[config.mk]
export PLATFORM = sky130hd
export DESIGN_NAME = multi_cycle_control_flat
export DESIGN_NICKNAME = d
export VERILOG_FILES = /design/src/rtl/multi_cycle_control_if.sv /design/src/rtl/multi_cycle_control.sv /design/src/flat_wrapper.sv
export SDC_FILE = /design/constraint.sdc
export NUM_CORES = 1
export LEC_CHECK = 0
export BUFFER_PORTS_ARGS = -buffer_cell sky130_fd_sc_hd__buf_4
export CORE_ASPECT_RATIO = 0.5
export CORE_MARGIN = 8
export CORE_UTILIZATION = 55
export CTS_BUF_LIST = sky130_fd_sc_hd__clkbuf_8 sky130_fd_sc_hd__clkbuf_16
export DETAILED_ROUTE_END_ITERATION = 6
export GPL_TIMING_DRIVEN = 1
export PLACE_DENSITY_LB_ADDON = 0.05
export SLEW_MARGIN = 20
export SYNTH_ARGS = -nofsm -noshare
export SYNTH_HDL_FRONTEND = slang
export SYNTH_SLANG_ARGS = --single-unit
[constraint.sdc]
create_clock -name clk -period 4.5 [get_ports clk]
set_clock_uncertainty 0.15 [all_clocks]
set_input_delay 0.45 -clock clk [delete_from_list [all_inputs] [get_ports clk]]
set_output_delay 0.45 -clock clk [all_outputs]
set_load 0.02 [all_outputs]
[src/rtl/multi_cycle_control_if.sv]
// Control bus between the multi-cycle controller and its datapath.
// Carries the opcode and memory handshake into the controller, and the
// datapath strobes, mux selects, debug state and retirement counter out.
//   master : controller side (drives strobes, samples op_code/mem_ready)
//   slave  : datapath side (drives op_code/mem_ready, samples strobes)
interface multi_cycle_control_if #(
    parameter int unsigned OP_W    = 6,
    parameter int unsigned ALUOP_W = 3,
    parameter int unsigned CNT_W   = 16
);
    logic [OP_W-1:0]    op_code;
    logic               mem_ready;
    logic               PCWrite;
    logic               PCWriteCond;
    logic               IorD;
    logic               IRWrite;
    logic               MemRead;
    logic               MemWrite;
    logic               MemtoReg;
    logic               RegDst;
    logic               RegWrite;
    logic               ALUSrcA;
    logic [1:0]         ALUSrcB;
    logic [1:0]         PCSource;
    logic [ALUOP_W-1:0] ALUop;
    logic [3:0]         state;
    logic               illegal_op;
    logic [CNT_W-1:0]   instr_count;

    modport master (
        input  op_code, mem_ready,
        output PCWrite, PCWriteCond, IorD, IRWrite, MemRead, MemWrite,
               MemtoReg, RegDst, RegWrite, ALUSrcA, ALUSrcB, PCSource,
               ALUop, state, illegal_op, instr_count
    );

    modport slave (
        output op_code, mem_ready,
        input  PCWrite, PCWriteCond, IorD, IRWrite, MemRead, MemWrite,
               MemtoReg, RegDst, RegWrite, ALUSrcA, ALUSrcB, PCSource,
               ALUop, state, illegal_op, instr_count
    );
endinterface

[src/rtl/multi_cycle_control.sv]
// Multi-cycle processor control unit: a Moore FSM sequencing fetch, decode,
// memory, execute, write-back, branch, jump and trap steps, plus a saturating
// retired-instruction counter.
// Ports:
//   clk : clock, rising edge
//   rst : asynchronous active-high reset
//   bus : multi_cycle_control_if.master (op_code/mem_ready in, strobes out)
module multi_cycle_control #(
    parameter int unsigned OP_W    = 6,
    parameter int unsigned ALUOP_W = 3,
    parameter int unsigned CNT_W   = 16
) (
    input  logic                    clk,
    input  logic                    rst,
    multi_cycle_control_if.master   bus
);

    localparam logic [3:0] S_FETCH    = 4'd0;
    localparam logic [3:0] S_DECODE   = 4'd1;
    localparam logic [3:0] S_MEM_ADDR = 4'd2;
    localparam logic [3:0] S_MEM_RD   = 4'd3;
    localparam logic [3:0] S_MEM_WB   = 4'd4;
    localparam logic [3:0] S_MEM_WR   = 4'd5;
    localparam logic [3:0] S_R_EXEC   = 4'd6;
    localparam logic [3:0] S_R_WB     = 4'd7;
    localparam logic [3:0] S_I_EXEC   = 4'd8;
    localparam logic [3:0] S_I_WB     = 4'd9;
    localparam logic [3:0] S_BRANCH   = 4'd10;
    localparam logic [3:0] S_JUMP     = 4'd11;
    localparam logic [3:0] S_TRAP     = 4'd12;

    localparam logic [OP_W-1:0] OP_RTYPE = OP_W'(6'b000000);
    localparam logic [OP_W-1:0] OP_ADDI  = OP_W'(6'b001000);
    localparam logic [OP_W-1:0] OP_SUBI  = OP_W'(6'b001001);
    localparam logic [OP_W-1:0] OP_ANDI  = OP_W'(6'b001100);
    localparam logic [OP_W-1:0] OP_LW    = OP_W'(6'b100011);
    localparam logic [OP_W-1:0] OP_SW    = OP_W'(6'b101011);
    localparam logic [OP_W-1:0] OP_BEQ   = OP_W'(6'b000100);
    localparam logic [OP_W-1:0] OP_BNE   = OP_W'(6'b000101);
    localparam logic [OP_W-1:0] OP_BGT   = OP_W'(6'b000110);
    localparam logic [OP_W-1:0] OP_BGE   = OP_W'(6'b000111);
    localparam logic [OP_W-1:0] OP_BLE   = OP_W'(6'b001011);
    localparam logic [OP_W-1:0] OP_JUMP  = OP_W'(6'b000010);

    logic [3:0]       state_q, state_d;
    logic [OP_W-1:0]  op_q, op_d;
    logic [CNT_W-1:0] cnt_q, cnt_d;
    logic             retire_c;

    logic               pc_write, pc_write_cond, i_or_d, ir_write;
    logic               mem_read, mem_write, mem_to_reg, reg_dst, reg_write;
    logic               alu_src_a;
    logic [1:0]         alu_src_b, pc_source;
    logic [ALUOP_W-1:0] alu_op;

    // State, latched opcode and retirement counter
    always_ff @(posedge clk or posedge rst) begin
        if (rst) begin
            state_q <= S_FETCH;
            op_q    <= '0;
            cnt_q   <= '0;
        end else begin
            state_q <= state_d;
            op_q    <= op_d;
            cnt_q   <= cnt_d;
        end
    end

    // Next-state logic; retire_c marks the last cycle of a completed instruction
    always_comb begin
        state_d  = S_FETCH;
        op_d     = op_q;
        retire_c = 1'b0;
        case (state_q)
            S_FETCH:    state_d = bus.mem_ready ? S_DECODE : S_FETCH;
            S_DECODE: begin
                op_d = bus.op_code;
                case (bus.op_code)
                    OP_RTYPE:                                 state_d = S_R_EXEC;
                    OP_ADDI, OP_SUBI, OP_ANDI:                state_d = S_I_EXEC;
                    OP_LW, OP_SW:                             state_d = S_MEM_ADDR;
                    OP_BEQ, OP_BNE, OP_BGT, OP_BGE, OP_BLE:   state_d = S_BRANCH;
                    OP_JUMP:                                  state_d = S_JUMP;
                    default:                                  state_d = S_TRAP;
                endcase
            end
            S_MEM_ADDR: state_d = (op_q == OP_LW) ? S_MEM_RD : S_MEM_WR;
            S_MEM_RD:   state_d = bus.mem_ready ? S_MEM_WB : S_MEM_RD;
            S_MEM_WB: begin
                state_d  = S_FETCH;
                retire_c = 1'b1;
            end
            S_MEM_WR: begin
                state_d  = bus.mem_ready ? S_FETCH : S_MEM_WR;
                retire_c = bus.mem_ready;
            end
            S_R_EXEC:   state_d = S_R_WB;
            S_I_EXEC:   state_d = S_I_WB;
            S_R_WB, S_I_WB, S_BRANCH, S_JUMP: begin
                state_d  = S_FETCH;
                retire_c = 1'b1;
            end
            S_TRAP:     state_d = S_FETCH;
            default:    state_d = S_FETCH;
        endcase
        cnt_d = (retire_c && (cnt_q != '1)) ? cnt_q + CNT_W'(1) : cnt_q;
    end

    // Moore output decode; only FETCH looks at mem_ready to qualify the IR/PC load
    always_comb begin
        pc_write      = 1'b0;
        pc_write_cond = 1'b0;
        i_or_d        = 1'b0;
        ir_write      = 1'b0;
        mem_read      = 1'b0;
        mem_write     = 1'b0;
        mem_to_reg    = 1'b0;
        reg_dst       = 1'b0;
        reg_write     = 1'b0;
        alu_src_a     = 1'b0;
        alu_src_b     = 2'b00;
        pc_source     = 2'b00;
        alu_op        = '0;
        case (state_q)
            S_FETCH: begin
                mem_read  = 1'b1;
                alu_src_b = 2'b01;
                // Held off while in reset so no IR/PC load is seen before the first edge
                ir_write  = bus.mem_ready & ~rst;
                pc_write  = bus.mem_ready & ~rst;
            end
            S_DECODE:   alu_src_b = 2'b11;
            S_MEM_ADDR: begin
                alu_src_a = 1'b1;
                alu_src_b = 2'b10;
            end
            S_MEM_RD: begin
                mem_read = 1'b1;
                i_or_d   = 1'b1;
            end
            S_MEM_WB: begin
                reg_write  = 1'b1;
                mem_to_reg = 1'b1;
            end
            S_MEM_WR: begin
                mem_write = 1'b1;
                i_or_d    = 1'b1;
            end
            S_R_EXEC: begin
                alu_src_a = 1'b1;
                alu_op    = ALUOP_W'(3'b010);
            end
            S_R_WB: begin
                reg_write = 1'b1;
                reg_dst   = 1'b1;
            end
            S_I_EXEC: begin
                alu_src_a = 1'b1;
                alu_src_b = 2'b10;
                case (op_q)
                    OP_SUBI: alu_op = ALUOP_W'(3'b001);
                    OP_ANDI: alu_op = ALUOP_W'(3'b011);
                    default: alu_op = ALUOP_W'(3'b000);
                endcase
            end
            S_I_WB:     reg_write = 1'b1;
            S_BRANCH: begin
                alu_src_a     = 1'b1;
                pc_write_cond = 1'b1;
                pc_source     = 2'b01;
                case (op_q)
                    OP_BEQ:  alu_op = ALUOP_W'(3'b001);
                    OP_BNE:  alu_op = ALUOP_W'(3'b100);
                    OP_BGT:  alu_op = ALUOP_W'(3'b101);
                    OP_BGE:  alu_op = ALUOP_W'(3'b110);
                    OP_BLE:  alu_op = ALUOP_W'(3'b111);
                    default: alu_op = ALUOP_W'(3'b000);
                endcase
            end
            S_JUMP: begin
                pc_write  = 1'b1;
                pc_source = 2'b10;
            end
            default: ;
        endcase
    end

    assign bus.PCWrite     = pc_write;
    assign bus.PCWriteCond = pc_write_cond;
    assign bus.IorD        = i_or_d;
    assign bus.IRWrite     = ir_write;
    assign bus.MemRead     = mem_read;
    assign bus.MemWrite    = mem_write;
    assign bus.MemtoReg    = mem_to_reg;
    assign bus.RegDst      = reg_dst;
    assign bus.RegWrite    = reg_write;
    assign bus.ALUSrcA     = alu_src_a;
    assign bus.ALUSrcB     = alu_src_b;
    assign bus.PCSource    = pc_source;
    assign bus.ALUop       = alu_op;
    assign bus.state       = state_q;
    assign bus.illegal_op  = (state_q == S_TRAP);
    assign bus.instr_count = cnt_q;

endmodule

[src/flat_wrapper.sv]
// flat-port wrapper written by rule: the top's interface ports become plain ports
module multi_cycle_control_flat 
#(
    parameter int unsigned OP_W    = 6,
    parameter int unsigned ALUOP_W = 3,
    parameter int unsigned CNT_W   = 16
)
  (clk, rst, bus_op_code, bus_mem_ready, bus_PCWrite, bus_PCWriteCond, bus_IorD, bus_IRWrite, bus_MemRead, bus_MemWrite, bus_MemtoReg, bus_RegDst, bus_RegWrite, bus_ALUSrcA, bus_ALUSrcB, bus_PCSource, bus_ALUop, bus_state, bus_illegal_op, bus_instr_count);
  multi_cycle_control_if #(.OP_W(OP_W), .ALUOP_W(ALUOP_W), .CNT_W(CNT_W)) bus_i ();
  input  logic clk;
  input  logic rst;
  input wire logic [$bits(bus_i.op_code)-1:0] bus_op_code;
  input wire logic [$bits(bus_i.mem_ready)-1:0] bus_mem_ready;
  output wire logic [$bits(bus_i.PCWrite)-1:0] bus_PCWrite;
  output wire logic [$bits(bus_i.PCWriteCond)-1:0] bus_PCWriteCond;
  output wire logic [$bits(bus_i.IorD)-1:0] bus_IorD;
  output wire logic [$bits(bus_i.IRWrite)-1:0] bus_IRWrite;
  output wire logic [$bits(bus_i.MemRead)-1:0] bus_MemRead;
  output wire logic [$bits(bus_i.MemWrite)-1:0] bus_MemWrite;
  output wire logic [$bits(bus_i.MemtoReg)-1:0] bus_MemtoReg;
  output wire logic [$bits(bus_i.RegDst)-1:0] bus_RegDst;
  output wire logic [$bits(bus_i.RegWrite)-1:0] bus_RegWrite;
  output wire logic [$bits(bus_i.ALUSrcA)-1:0] bus_ALUSrcA;
  output wire logic [$bits(bus_i.ALUSrcB)-1:0] bus_ALUSrcB;
  output wire logic [$bits(bus_i.PCSource)-1:0] bus_PCSource;
  output wire logic [$bits(bus_i.ALUop)-1:0] bus_ALUop;
  output wire logic [$bits(bus_i.state)-1:0] bus_state;
  output wire logic [$bits(bus_i.illegal_op)-1:0] bus_illegal_op;
  output wire logic [$bits(bus_i.instr_count)-1:0] bus_instr_count;
  assign bus_i.op_code = bus_op_code;
  assign bus_i.mem_ready = bus_mem_ready;
  assign bus_PCWrite = bus_i.PCWrite;
  assign bus_PCWriteCond = bus_i.PCWriteCond;
  assign bus_IorD = bus_i.IorD;
  assign bus_IRWrite = bus_i.IRWrite;
  assign bus_MemRead = bus_i.MemRead;
  assign bus_MemWrite = bus_i.MemWrite;
  assign bus_MemtoReg = bus_i.MemtoReg;
  assign bus_RegDst = bus_i.RegDst;
  assign bus_RegWrite = bus_i.RegWrite;
  assign bus_ALUSrcA = bus_i.ALUSrcA;
  assign bus_ALUSrcB = bus_i.ALUSrcB;
  assign bus_PCSource = bus_i.PCSource;
  assign bus_ALUop = bus_i.ALUop;
  assign bus_state = bus_i.state;
  assign bus_illegal_op = bus_i.illegal_op;
  assign bus_instr_count = bus_i.instr_count;
  multi_cycle_control #(.OP_W(OP_W), .ALUOP_W(ALUOP_W), .CNT_W(CNT_W)) u_core (.clk(clk), .rst(rst), .bus(bus_i));
endmodule
==> results_dict.tcl, run 1 <==
set metrics [dict create \
    syn-cell-area_sq_um 1780 \
    io_buffers 46 \
    leakagePower_nw 0.9936 \
    yosysWarnings 0 \
    startpoint_type "register" \
    ys_types 50 \
    synth-seq-cells 26 \
    power_w 0.001261 \
    fin_crit_sh 0.5747 \
    syn-instance-count 185 \
    p_per_area_nw_per_um2 574.0 \
    core_area_sq_um 3048 \
    cp_max_fo 22 \
    worstPathArrival_ns 1.99 \
    power_switching_w 0.0005534 \
    drive_above_1_share 0.3186 \
    fmax_mhz 386.7 \
    synth_flop_cell "dfrtp_1" \
    grt-busiest-layer "met2" \
    antenna_left 0 \
    startpoint "u_core.bus.state[1]" \
    clkSlewWorstSetupHoldPaths_ns 0.09 \
    critical_path_class "reg -> out" \
    cts_buffers 3 \
    design_area_sq_um 2197 \
    seqPwrFrac 0.347 \
    clockPowerShare 0.157 \
    via_per_inst 5.801 \
    p_comb_frac 0.495 \
    grt_pass1_wl_microns 7182 \
    drt-total-wl_microns 4283 \
    die_x_microns 96.47 \
    ys_top_cells_by_area "dfrtp_1 (37%), mux2_2 (6.3%), xnor2_1 (4.4%), xor2_1 (3.9%), nor3_1 (3.1%)" \
    cts.root.buffer_cell "clkbuf_8" \
    grt_pass1_vias 1513 \
    fill_cells 243 \
    r2r_cells 4 \
    netSwitchingFraction 0.4388 \
    syn_avg_cell_area_sq_um 9.624 \
    r2r-start "u_core.bus.state[1]" \
    drt-initial-drc-count 99 \
    grt_max_degree 27 \
    first_pass_iters 4 \
    grt.overflow.total 0 \
    vdd_ir_drop_max_mv 0.4485 \
    met2_usage 0.2596 \
    drc 0 \
    area_growth_pct 23.40 \
    cts_tree "done" \
    grt_use_met1 0.2072 \
    cts_max_level 1 \
    start_util 0.5842 \
    yosysTopAreaCell "dfrtp_1" \
    report.final.slew_viol_count 0 \
    synth_top_area_share 0.3654 \
    layout_min_cycle_time_ns 2.586 \
    gp_congestion 0.8073 \
    mostFrequentLayoutCells "buf_4 (46), dfrtp_1 (26), nand2_1 (11), nor3_1 (11), nor2_1 (11)" \
    setup_viol 0 \
    final_common_cell "buf_4" \
    rows 14 \
    hold_viol_final 0 \
    cts_hold_buffers 0 \
    rsz0062_at_grt "false" \
    finalNetCount 237 \
    die-area_sq_um 5424 \
    crit-reg2reg-capture "u_core.bus.instr_count[15]" \
    insertedDiodeCount 0 \
    hp-class "in -> async" \
    max_slew_margin 0.5462 \
    grtUsageMet3 0.05114 \
    cts_num_sinks 26 \
    critical_path_required_ns 3.90 \
    r2r_slack_ns 2.08 \
    dpl_cell_area_sq_um 2126 \
    synth-seq-area-share 0.3654 \
    dr_total_vias 1543 \
    cap_violations 0 \
    tns_ns 0 \
    grt_usage 0.1601 \
    synth_fp_nets 195 \
    pin_count 47 \
    crit_path_end_kind "primary output" \
    p_int_w 0.0007077 \
    postCtsSetupBuffers 0 \
    cts_resized 0 \
    antenna_found_initial 0 \
    insertion_delay_ns 0.27 \
    dp_hpwl_microns 3205 \
    die_y_microns 56.23 \
    max-clock-path-buffers 2 \
    wl_per_cell_microns 16.10 \
    synth-edff-count 0 \
    status "finished clean" \
    worst_slew_pin_slew_ns 0.6806 \
    synthArstFlopShare 1.000 \
]
cell usage after synthesis, types with 5 or more instances:
| cell type | count |
|---|---|
| dfrtp_1 | 26 |
| mux2_2 | 10 |
| nand2_1 | 11 |
| nand4_1 | 5 |
| nor2_1 | 11 |
| nor2b_1 | 6 |
| nor3_1 | 11 |
| nor3b_1 | 5 |
| o21ai_0 | 6 |
| xnor2_1 | 9 |
| xor2_1 | 8 |
critical path, cell delays in order (launching register included):
cell     delay [ns]
dfrtp_1        0.64
or2_2          0.44
nor4b_1        0.32
or2_2          0.17
buf_4          0.13
state kept, by name, indices dropped and copies added, names as in the netlist:
signal,cells
u_core.bus.state,4
u_core.op_q,6
u_core.bus.instr_count,16
area by class of cell:
type / instances / area, sq um / area share
flip-flops and latches: 26 / 650.6 / 0.2961
clock buffers: 3 / 41.29 / 0.01879
inverters: 4 / 15.01 / 0.006834
well taps: 40 / 50.05 / 0.02278
clock inverters: 1 / 30.03 / 0.01367
repair buffers: 46 / 345.3 / 0.1572
multi-input cells: 146 / 1065 / 0.4846
power groups by stage:
stage                     logic [W]  registers, W  clock network [W]
final                      0.000624      0.000438           0.000199
after global placement     0.000618      0.000439                  0
after CTS                  0.000630      0.000437           0.000205
after floorplan            0.000454      0.000422                  0
after global routing       0.000679      0.000460           0.000209
after detailed placement   0.000628      0.000441                  0
routing by layer:
metal | share of wire | wire length, microns
met1 | 0.47 | 2013
met2 | 0.45 | 1945
met3 | 0.076 | 324
met4 | 0 | 0
met5 | 0 | 0
stage by stage:
step / setup WS, ns / utilization / hold slack [ns] / instances
floorplan: 1.829 / - / 0.3400 / 185
global placement: 2.207 / 0.6975 / 0.3532 / 262
detailed placement: 2.103 / 0.6975 / 0.3631 / 262
CTS: 1.917 / 0.7209 / 0.2383 / 266
global route: 1.776 / 0.7209 / 0.1393 / 266
finish: 1.914 / 0.7209 / 0.07918 / 266
how the worst max path moves through the flow:
stage,end,cells after the start
finish,bus_PCWrite,4
global placement,u_core.bus.instr_count[15],4
detailed placement,u_core.bus.instr_count[15],4
global route,bus_ALUop[0],4
floorplan,bus_PCWrite,4
CTS,bus_PCWrite,4
cells by family after synthesis:
group,Yosys count,share of synthesized area
AOI/OAI and AO/OA,32,0.1335
DFF,26,0.3654
muxes,12,0.07449
buffers and inverters,13,0.03653
xor gates and xnor gates,17,0.08363
and+or+nand+nor,84,0.2994
adders and majority gates,1,0.007026
Note: power is estimated with default switching activity, not from simulation.
==> inputs of run 2 (changes only) <==
- CORE_UTILIZATION: 55 -> 47
- clock period: 4.5 -> 2.35 ns (I/O delays scaled with it)
==> results_dict.tcl, run 2 (synthesis gave the netlist of run 1 again) <==
set metrics [dict create \
    cp_max_fo 20 \
    core_area_sq_um 3528 \
    cts_max_level 1 \
    r2r_slack_ns 0.40 \
    cap_violations 0 \
    crit_path_end_kind "primary output" \
    max-clock-path-buffers 2 \
    mostFrequentLayoutCells "buf_4 (53), dfrtp_1 (25), nand2_1 (11), nor3_1 (11), nor2_1 (11)" \
    min_to "u_core.bus.state[1]" \
    clkSlewWorstSetupHoldPaths_ns 0.08 \
    max_slew_margin 0.5151 \
    tns_ns 0 \
    area_growth_pct 26.42 \
    drt-total-wl_microns 4376 \
    setup_viol 0 \
    grt_pass1_wl_microns 7258 \
    critical_path_class "reg -> out" \
    cpMaxStageDelayCell "dfrtp_1" \
    layout_min_cycle_time_ns 2.243 \
    die_y_microns 59.52 \
    cts_tree "done" \
    drt-initial-drc-count 45 \
    report.final.slew_viol_count 0 \
    pre_cts_ws_ns 0.3189 \
    rows 15 \
    pin_count 47 \
    antenna_found_initial 0 \
    design_area_sq_um 2251 \
    wl_per_cell_microns 15.41 \
    hp-start "bus_op_code[4]" \
    postCtsSetupBuffers 0 \
    hold_viol_final 0 \
    die_x_microns 103.0 \
    io_buffers 46 \
    finalNetCount 245 \
    cts_num_sinks 26 \
    via_per_inst 5.535 \
    hold-path-cell-count 2 \
    whs_ns 0.05836 \
    final_common_cell "buf_4" \
    grt.overflow.total 0 \
    dpl_cell_area_sq_um 2198 \
    insertion_delay_ns 0.26 \
    worst_slew_pin_slew_ns 0.7182 \
    grt_pass1_vias 1594 \
    cts_buffers 3 \
    drive_above_1_share 0.3391 \
    dp_hpwl_microns 3314 \
    gp_congestion 0.7875 \
    crit-reg2reg-capture "u_core.bus.instr_count[1]" \
    cts.root.buffer_cell "clkbuf_8" \
    first_pass_iters 4 \
    r2r-start "u_core.bus.state[3]" \
    worstPathArrival_ns 1.86 \
    critical-path-max-stage-delay_ns 0.41 \
    antenna_left 0 \
    insertedDiodeCount 0 \
    rsz0062_at_grt "false" \
    hp-class "in -> reg" \
    register_area_sq_um 651.9 \
    grt_max_degree 27 \
    vdd_ir_drop_max_mv 0.6607 \
    finalWorstSetupSlack_ns 0.1067 \
    fin_crit_sh 0.9546 \
    grt_usage 0.1469 \
    start_util 0.5046 \
    drc 0 \
    dr_total_vias 1572 \
    utilization 0.6379 \
    r2r_cells 4 \
    largest_reg_flops 16 \
    fill_cells 322 \
    leakagePower_nw 1.018 \
    worstPathCellList "buf_4 -> or2_2 -> nor4b_2 -> or2_2 -> buf_4" \
    crit_family "simple AND/OR/NAND/NOR gates" \
    multi_input_area_sq_um 1071 \
    status "finished clean" \
    p_per_area_nw_per_um2 1040 \
    die-area_sq_um 6133 \
    critical_path_required_ns 1.97 \
    startpoint_type "register" \
    path_buf_inv 2 \
    fmax_mhz 445.8 \
]
## run 2: power breakdown
group	internal [W]	switching, W	leakage (nW)
clock	0.000115	0.000130	0.0216
combinational	0.000590	0.000700	0.672
sequential	0.000581	0.000225	0.324
## run 2: worst max-delay path by stage
stage	slack [ns]	cells after the start	endpoint	start
2_1_floorplan	0.22	4	bus_PCWrite	u_core.bus.state[1]
3_3_place_gp	0.36	4	u_core.bus.instr_count[1]	u_core.bus.state[3]
3_5_place_dp	0.32	5	bus_ALUop[1]	u_core.bus.state[3]
4_1_cts	0.008	5	bus_ALUop[1]	u_core.bus.state[3]
5_1_grt	0.01	5	bus_ALUop[1]	u_core.bus.state[3]
6_report	0.11	5	bus_PCWrite	u_core.bus.state[1]
## run 2: cell type report
cell class | instances | share of cell area
Timing Repair Buffer | 54 | 0.1812
Clock buffer | 3 | 0.01834
Tap cell | 51 | 0.02835
Sequential cell | 26 | 0.2896
Inverter | 4 | 0.006670
Multi-Input combinational cell | 146 | 0.4758
## run 2: repair_timing
item                                    CTS  global route
hold endpoints to repair                 26             0
hold buffers                              1             0
endpoints found under the setup margin    0             4
gates resized for setup                   0             1
## run 2: layer usage
layer	routed length, microns	GRT usage	part of all wire	up-vias
li1	-	-	-	785
met5	0	0	0	-
met2	2010	0.2571	0.46	28
met3	250	0.04450	0.057	2
met1	2106	0.1785	0.48	757
met4	7	0.01629	0.0016	0
## run 2: through the flow
stage | cells | power, W
2_1_floorplan | 185 | 0.001683
3_3_place_gp | 280 | 0.002083
3_5_place_dp | 280 | 0.002105
4_1_cts | 284 | 0.002361
5_1_grt | 284 | 0.002507
6_report | 284 | 0.002341
==> inputs of run 3 (changes only) <==
- ABC_AREA: unset -> 1
- CAP_MARGIN: unset -> 20
- CORE_UTILIZATION: 47 -> 48
==> results_dict.tcl, run 3 <==
set metrics [dict create \
    yosysWarnings 0 \
    grt_pass1_vias 1846 \
    max_slew_margin 0.7699 \
    dp_hpwl_microns 3900 \
    r2r_cells 7 \
    hp-class "in -> reg" \
    cts_max_level 1 \
    cts_num_sinks 26 \
    grt_pass1_wl_microns 8190 \
    mostFrequentLayoutCells "nand2_1 (123), buf_4 (47), nor2_1 (42), nand3_1 (30), inv_1 (29)" \
    fin_crit_sh 0.9158 \
    vdd_ir_drop_max_mv 0.4437 \
    critical_path_required_ns 1.97 \
    leakagePower_nw 1.305 \
    die-area_sq_um 6341 \
    layout_min_cycle_time_ns 2.152 \
    ys_types 24 \
    wl_per_cell_microns 12.39 \
    r2r_slack_ns 0.46 \
    p_per_area_nw_per_um2 924.0 \
    pin_count 47 \
    area_growth_pct 24.60 \
    die_x_microns 104.9 \
    syn_avg_cell_area_sq_um 6.240 \
    cts.root.buffer_cell "clkbuf_8" \
    synth_xor_area_frac 0.01847 \
    cts_buffers 3 \
    synth_fa_ha_area_frac 0.006596 \
    antenna_found_initial 0 \
    synthArstFlopShare 1.000 \
    synth-seq-area-share 0.3430 \
    report.final.slew_viol_count 0 \
    ys_top_cells_by_area "dfrtp_1 (34%), nand2_1 (24%), nor2_1 (8.3%), nand3_1 (7.9%), inv_1 (5.7%)" \
    first_pass_iters 4 \
    via_per_inst 5.005 \
    fill_cells 379 \
    grt.overflow.total 0 \
    cap_violations 0 \
    insertedDiodeCount 0 \
    synthMuxAreaShare 0 \
    postCtsSetupBuffers 0 \
    core_area_sq_um 3844 \
    power_w 0.002184 \
    setup_viol 0 \
    finalNetCount 362 \
    die_y_microns 60.45 \
    synth-seq-cells 26 \
    whs_ns 0.03773 \
    hold-path-cell-count 3 \
    utilization 0.6149 \
    final_common_cell "nand2_1" \
    status "finished clean" \
    start_util 0.4935 \
    synth_flop_cell "dfrtp_1" \
    dpl_cell_area_sq_um 2282 \
    antenna_left 0 \
    yosysMostFrequentCell "nand2_1" \
    crit-reg2reg-capture "u_core.bus.instr_count[1]" \
    io_buffers 46 \
    design_area_sq_um 2364 \
    grt_max_degree 27 \
    synth_fp_nets 314 \
    cp_max_fo 7 \
    r2r-start "u_core.bus.instr_count[0]" \
    drc 0 \
    dr_total_vias 2027 \
    synth_top_area_share 0.3430 \
    worst_slew_pin_slew_ns 0.3439 \
    synthTopCellsByCount "nand2_1 (123), nor2_1 (42), nand3_1 (30)" \
    critical_path_class "reg -> out" \
    max-clock-path-buffers 2 \
    tns_ns 0 \
    drt-initial-drc-count 68 \
    worstPathArrival_ns 1.77 \
    grt_usage 0.1551 \
    drive_above_1_share 0.1766 \
    largest_reg_flops 16 \
    yosysTopAreaCell "dfrtp_1" \
    hold_viol_final 0 \
    drt-total-wl_microns 5018 \
    synth_simple_gate_area_share 0.5013 \
    hp-start "bus_op_code[5]" \
    clkSlewWorstSetupHoldPaths_ns 0.09 \
    syn-cell-area_sq_um 1897 \
    startpoint_type "register" \
    synth_top_family_by_area "simple AND/OR/NAND/NOR gates" \
    synth_compound_area_frac 0.04881 \
    syn-instance-count 304 \
    min_to "u_core.op_q[5]" \
    crit_path_end_kind "primary output" \
    gp_congestion 0.9095 \
    synth-edff-count 0 \
    insertion_delay_ns 0.28 \
    cts_tree "done" \
    rows 16 \
    fmax_mhz 464.6 \
    rsz0062_at_grt "false" \
]
==> run 3: repair_timing <==
action | 4_1_cts | 5_1_grt
hold endpoints to repair | 26 | 0
hold buffers | 1 | 0
resized for setup | 0 | 0
==> run 3: how the worst max path moves through the flow <==
| stage | from | endpoint | slack (ns) |
|---|---|---|---|
| 6_report | u_core.bus.state[1] | bus_ALUop[2] | 0.20 |
| 5_1_grt | u_core.bus.state[1] | bus_ALUop[2] | 0.03 |
| 4_1_cts | u_core.bus.state[1] | bus_ALUop[2] | 0.21 |
| 3_5_place_dp | u_core.bus.instr_count[0] | u_core.bus.instr_count[8] | 0.49 |
| 3_3_place_gp | u_core.bus.state[1] | bus_ALUop[2] | 0.54 |
| 2_1_floorplan | u_core.bus.state[1] | bus_ALUop[2] | 0.23 |
==> run 3: kinds of logic after synthesis <==
group                      Yosys count
and+or+nand+nor                    219
buffers and inverters               37
xor gates and xnor gates             4
DFF                                 26
adders and majority gates            1
AOI/OAI and AO/OA                   17
==> run 3: metrics by stage <==
step | std cells | setup slack (ns)
global route | 405 | 0.03052
floorplan | 304 | 0.2328
finish | 405 | 0.1978
global placement | 400 | 0.5378
CTS | 405 | 0.2143
detailed placement | 400 | 0.4928
==> run 3: critical path: stages (launching register included) <==
cell	delay, ns
dfrtp_1	0.47
inv_1	0.08
nor2_1	0.12
inv_1	0.08
nor2_2	0.27
nand2_1	0.09
o31ai_1	0.20
buf_4	0.18
==> run 3: cell type report <==
class                           instances  area, sq um  share of cell area
Clock buffer                            3        41.29             0.01747
Clock inverter                          1        30.03             0.01271
Inverter                               32        120.1             0.05082
Multi-Input combinational cell        241         1091              0.4616
Sequential cell                        26        650.6              0.2753
Tap cell                               54        67.56             0.02859
Timing Repair Buffer                   48        362.8              0.1535
==> run 3: per-layer routing <==
layer  vias to the layer above  part of all wire  track usage
li1                       1058                 -            -
met1                       910              0.44       0.1803
met2                        53              0.49       0.2889
met3                         6             0.051      0.04237
met4                         0            0.0096      0.02610
met5                         -                 0            0
==> run 3: where the power goes <==
group | total, W | internal [W] | switching, W
sequential | 0.000703 | 0.000560 | 0.000143
clock | 0.000381 | 0.000228 | 0.000153
combinational | 0.00110 | 0.000375 | 0.000725
total | 0.00218 | 0.00116 | 0.00102
